## src/rtl/seg_pkg.sv

```systemverilog
// rtl/seg_pkg.sv - shared state encoding, default frame geometry and counter width helper
package seg_pkg;

    typedef enum logic [1:0] {
        IDLE     = 2'd0,
        SHIFT_LO = 2'd1,
        SHIFT_HI = 2'd2,
        LATCH    = 2'd3
    } seg_state_t;

    localparam int SEG_DATA_W = 64;
    localparam int SEG_DIV    = 4;

    // Counter width for a modulus of n; a modulus of 1 still needs one bit.
    function automatic int seg_cnt_w(input int n);
        return (n <= 1) ? 1 : $clog2(n);
    endfunction

endpackage

```

## src/rtl/piso_shift_reg.sv

```systemverilog
// rtl/piso_shift_reg.sv - parallel-in serial-out shift register, MSB out, zero fill
module piso_shift_reg #(
    parameter int W = 8
) (
    input  logic         clk,
    input  logic         rst,
    input  logic         load,
    input  logic         shift,
    input  logic [W-1:0] p_in,
    output logic         s_out
);

    logic [W-1:0] r_shreg;

    always_ff @(posedge clk) begin
        if (rst) begin
            r_shreg <= '0;
        end else if (load) begin
            r_shreg <= p_in;
        end else if (shift) begin
            r_shreg <= {r_shreg[W-2:0], 1'b0};
        end
    end

    assign s_out = r_shreg[W-1];

endmodule

```

## src/rtl/seg_p2s_ctrl.sv

```systemverilog
// rtl/seg_p2s_ctrl.sv - serializes one display frame onto a 595-style chain, then latches
module seg_p2s_ctrl
    import seg_pkg::*;
#(
    parameter int DATA_W = SEG_DATA_W,
    parameter int DIV    = SEG_DIV
) (
    input  logic              clk,
    input  logic              rst,
    input  logic              start,
    input  logic [DATA_W-1:0] data,
    output logic              seg_clk,
    output logic              seg_dat,
    output logic              seg_latch,
    output logic              busy,
    output logic              done
);

    localparam int DIV_CW = seg_cnt_w(DIV);
    localparam int BIT_CW = seg_cnt_w(DATA_W);
    localparam logic [DIV_CW-1:0] DIV_LAST = DIV_CW'(DIV - 1);
    localparam logic [BIT_CW-1:0] BIT_LAST = BIT_CW'(DATA_W - 1);

    seg_state_t        r_state;
    seg_state_t        w_state_nxt;
    logic [DIV_CW-1:0] r_div_cnt;
    logic [DIV_CW-1:0] w_div_nxt;
    logic [BIT_CW-1:0] r_bit_cnt;
    logic [BIT_CW-1:0] w_bit_nxt;
    logic              w_div_end;
    logic              w_load;
    logic              w_shift;
    logic              w_s_out;
    logic              r_seg_clk;
    logic              r_seg_latch;
    logic              r_busy;
    logic              r_done;

    assign w_div_end = (r_div_cnt == DIV_LAST);

    always_comb begin
        w_state_nxt = r_state;
        w_div_nxt   = r_div_cnt;
        w_bit_nxt   = r_bit_cnt;
        w_load      = 1'b0;
        w_shift     = 1'b0;
        case (r_state)
            IDLE: begin
                w_div_nxt = '0;
                if (start) begin
                    w_state_nxt = SHIFT_LO;
                    w_bit_nxt   = '0;
                    w_load      = 1'b1;
                end
            end
            SHIFT_LO: begin
                if (w_div_end) begin
                    w_state_nxt = SHIFT_HI;
                    w_div_nxt   = '0;
                end else begin
                    w_div_nxt = r_div_cnt + DIV_CW'(1);
                end
            end
            SHIFT_HI: begin
                if (w_div_end) begin
                    w_state_nxt = (r_bit_cnt == BIT_LAST) ? LATCH : SHIFT_LO;
                    w_div_nxt   = '0;
                    w_bit_nxt   = r_bit_cnt + BIT_CW'(1);
                    w_shift     = 1'b1;
                end else begin
                    w_div_nxt = r_div_cnt + DIV_CW'(1);
                end
            end
            LATCH: begin
                if (w_div_end) begin
                    w_state_nxt = IDLE;
                    w_div_nxt   = '0;
                end else begin
                    w_div_nxt = r_div_cnt + DIV_CW'(1);
                end
            end
            default: begin
                w_state_nxt = IDLE;
                w_div_nxt   = '0;
            end
        endcase
    end

    // Outputs are decoded from the next state so they change on the same edge as the state.
    always_ff @(posedge clk) begin
        if (rst) begin
            r_state     <= IDLE;
            r_div_cnt   <= '0;
            r_bit_cnt   <= '0;
            r_seg_clk   <= 1'b0;
            r_seg_latch <= 1'b0;
            r_busy      <= 1'b0;
            r_done      <= 1'b0;
        end else begin
            r_state     <= w_state_nxt;
            r_div_cnt   <= w_div_nxt;
            r_bit_cnt   <= w_bit_nxt;
            r_seg_clk   <= (w_state_nxt == SHIFT_HI);
            r_seg_latch <= (w_state_nxt == LATCH);
            r_busy      <= (w_state_nxt != IDLE);
            r_done      <= (r_state == LATCH) && (w_state_nxt == IDLE);
        end
    end

    // After DATA_W zero-filled shifts the register is empty, so its MSB is already 0 in LATCH/IDLE.
    piso_shift_reg #(
        .W(DATA_W)
    ) u_piso (
        .clk  (clk),
        .rst  (rst),
        .load (w_load),
        .shift(w_shift),
        .p_in (data),
        .s_out(w_s_out)
    );

    assign seg_clk   = r_seg_clk;
    assign seg_dat   = w_s_out;
    assign seg_latch = r_seg_latch;
    assign busy      = r_busy;
    assign done      = r_done;

endmodule

```

## config.mk

```make
export PLATFORM = sky130hd
export DESIGN_NAME = seg_p2s_ctrl
export DESIGN_NICKNAME = d
export VERILOG_FILES = /design/src/rtl/seg_pkg.sv /design/src/rtl/piso_shift_reg.sv /design/src/rtl/seg_p2s_ctrl.sv
export SDC_FILE = /design/constraint.sdc
export NUM_CORES = 1
export LEC_CHECK = 0
export BUFFER_PORTS_ARGS = -buffer_cell sky130_fd_sc_hd__buf_2
export CORE_MARGIN = 2
export CORE_UTILIZATION = 40
export DETAILED_ROUTE_END_ITERATION = 16
export PLACE_DENSITY = 0.64
export SETUP_SLACK_MARGIN = 0.2
export SLEW_MARGIN = 20
export SYNTH_ARGS = -nofsm -noshare
export SYNTH_HDL_FRONTEND = slang
export SYNTH_SLANG_ARGS = --single-unit
```

## constraint.sdc

```tcl
create_clock -name clk -period 1.8 [get_ports clk]
set_input_delay 0.45 -clock clk [delete_from_list [all_inputs] [get_ports clk]]
set_output_delay 0.45 -clock clk [all_outputs]
set_load 0.02 [all_outputs]
```

==> qor.yml <==
drc_errors: 0
grt_antenna_before_repair: 0
wirelength_mm: 7.73
fin_hold_ws_ns: 0.353
grt_max_degree: 68
finalCritPeriodShare: 0.836
synth_area_leaders: "dfxtp_1 49%, nor3_1 11%, o22ai_1 7.1%"
nNetsFinal: 496
leakage_uw: 0.00152
synth_cells: 367
routedWlPerCell_um: 14.5
synthArstFlopShare: 0
worstSetupPathType: "reg2reg"
critPathLaunchType: "flip-flop"
clockRootBuffer: "clkbuf_8"
layout-drive-gt1-share: 0.262
rrSetupSlack_ns: 0.30
fin_ws_ns: 0.296
critPathRequiredTime_ns: 2.08
via_per_inst: 5.62
overflow: 0
finalCriticalPeriod_ns: 1.50
endpoint_kind: "flip-flop"
tightestPinTransition_ns: 0.367
gp_congestion: 0.805
ctsHtreeMaxLevel: 3
reg2regPathDepth: 4
cp_max_fo: 10
synth_top_area_share: 0.490
synth_area_um2: 3190
final_max_slew_viol_count: 0
reg2reg_to: "r_bit_cnt[5]"
synth_edf_count: 0
die_h_um: 93.3
relSlewSlack: 0.748
layout_common_cells: "77 x dfxtp_1, 73 x nor3_1, 71 x buf_2, 36 x o22ai_1, 34 x a21oi_1"
final_cell_area_um2: 3940
yosysSeqAreaShare: 0.490
cts_tree: "built"
yosysTopAreaCell: "dfxtp_1"
finClkSkew_ns: 0.00755
min_path_type: "in2reg"
fill_cells: 763
ys_ff_latch: 78
grt_pass1_wl_mm: 13.2
drt_iter0_markers: 167
hpwl_mm: 4.87
clk_latency_ns: 0.34
layout_commonest_cell: "dfxtp_1"
ys_types: 37
start_util: 0.412
syn2layout_area_growth_pct: 23.5
cts.sinks: 78
power_density_nw_per_um2: 952
grt_pass1_vias: 2900
cts_made_buffers: 9
yosysWarnings: 0
antenna_cells: 0
r2r-start: "r_state[1]"
final-hold-violation-count: 0
clkTransAtPathRegs_ns: 0.08
rsz0062_at_grt: "no"
drv_cap: 0
ir_drop_mv: 0.547
io_buffers: 71
fin_tns_setup_ns: 0
rows: 32
dp_slack_ns: 0.103
ctsHoldBuffers: 0
first_pass_iters: 4
fmax_mhz: 665
die_width_um: 93.3
routed-via-count: 2997
clk_path_buf_depth: 2
outcome: "complete, no violations"
crit_start: "r_state[1]"
cp-endpoint: "r_bit_cnt[5]"
syn-num-nets: 436
detail-route-antenna-nets: 0
syn_area_per_cell_um2: 8.68
track_usage: 0.186
synth-main-ff-cell: "dfxtp_1"
cp.arrival_ns: 1.78
die_area_um2: 8700
place_area_um2: 3670
num_io_pins: 72
coreArea_um2: 7730
setup-violations-final: 0
critical path: stages (launching register included):
cell and delay (ns):
dfxtp_1 0.41, buf_4 0.21, mux2i_1 0.16, or4_1 0.52
a21oi_1 0.14
power breakdown:
group / switching, uW / internal [uW] / total (uW) / leakage [uW]
logic: 206 / 198 / 403 / 0.000763
clock network: 604 / 845 / 1450 / 0.000115
registers: 59.6 / 1840 / 1900 / 0.000642
flip-flops by register name, summed over array words and instances (netlist names):
| name | flops |
|---|---|
| u_piso.r_shreg | 64 |
| r_bit_cnt | 6 |
| r_div_cnt | 2 |
| r_state | 2 |
| busy | 1 |
| done | 1 |
| seg_clk | 1 |
| seg_latch | 1 |
metal layers:
layer	track usage	routed length, um	up-vias
met5	0	0	-
met4	0.0551	116	0
met3	0.0548	404	9
met2	0.323	3710	66
met1	0.222	3490	1428
li1	-	-	1494
worst min-delay path by stage:
stage	cells past startpoint	endpoint	slack (ns)	startpoint
floorplan	1	r_div_cnt[0]	0.41	r_div_cnt[0]
global placement	1	r_div_cnt[0]	0.42	r_div_cnt[0]
detailed placement	1	r_div_cnt[0]	0.43	r_div_cnt[0]
CTS	3	u_piso.r_shreg[0]	0.34	data[0]
global route	3	u_piso.r_shreg[0]	0.34	data[0]
finish	3	u_piso.r_shreg[0]	0.35	data[0]
cells by family after synthesis:
logic type,count (synthesis),share of synthesized area
and+or+nand+nor,138,0.227
AOI/OAI and AO/OA,105,0.208
DFF,78,0.490
buffers and inverters,42,0.0616
adders and majority gates,2,0.00785
xor gates and xnor gates,1,0.00275
muxes,1,0.00314
stage by stage:
step | util | power [uW] | std cells
after global routing | 0.509 | 3920 | 533
after global placement | 0.475 | 2330 | 514
after floorplan | - | 2190 | 367
after detailed placement | 0.475 | 2340 | 514
after CTS | 0.509 | 3790 | 533
final | 0.509 | 3750 | 533
cells in the mapped netlist, drive strengths merged, types with 2 or more instances:
cell type / n
a21oi: 34
a22oi: 25
a311oi: 4
and3b: 2
buf: 20
clkbuf: 20
dfxtp: 78
ha: 2
inv: 2
nand2: 10
nand2b: 2
nand3: 28
nor2: 7
nor2b: 2
nor3: 73
o21ai: 5
o22ai: 36
or3: 3
what timing repair did:
item,in CTS,in global routing
buffers inserted,4,0
pin swaps,2,0
endpoints found under the setup margin,3,34
endpoints found under the hold margin,0,0
gates resized for setup,0,2
gates cloned,0,0
final cells by class:
class,instances,area [um^2],area share
timing repair buffer,89,578,0.147
clock buffer,11,151,0.0385
inverter,2,7.51,0.00191
sequential,78,1560,0.397
clock inverter,4,70.1,0.0178
multi-input combinational,247,1440,0.366
tap,102,128,0.0324
(Power assumes the default switching activity.)
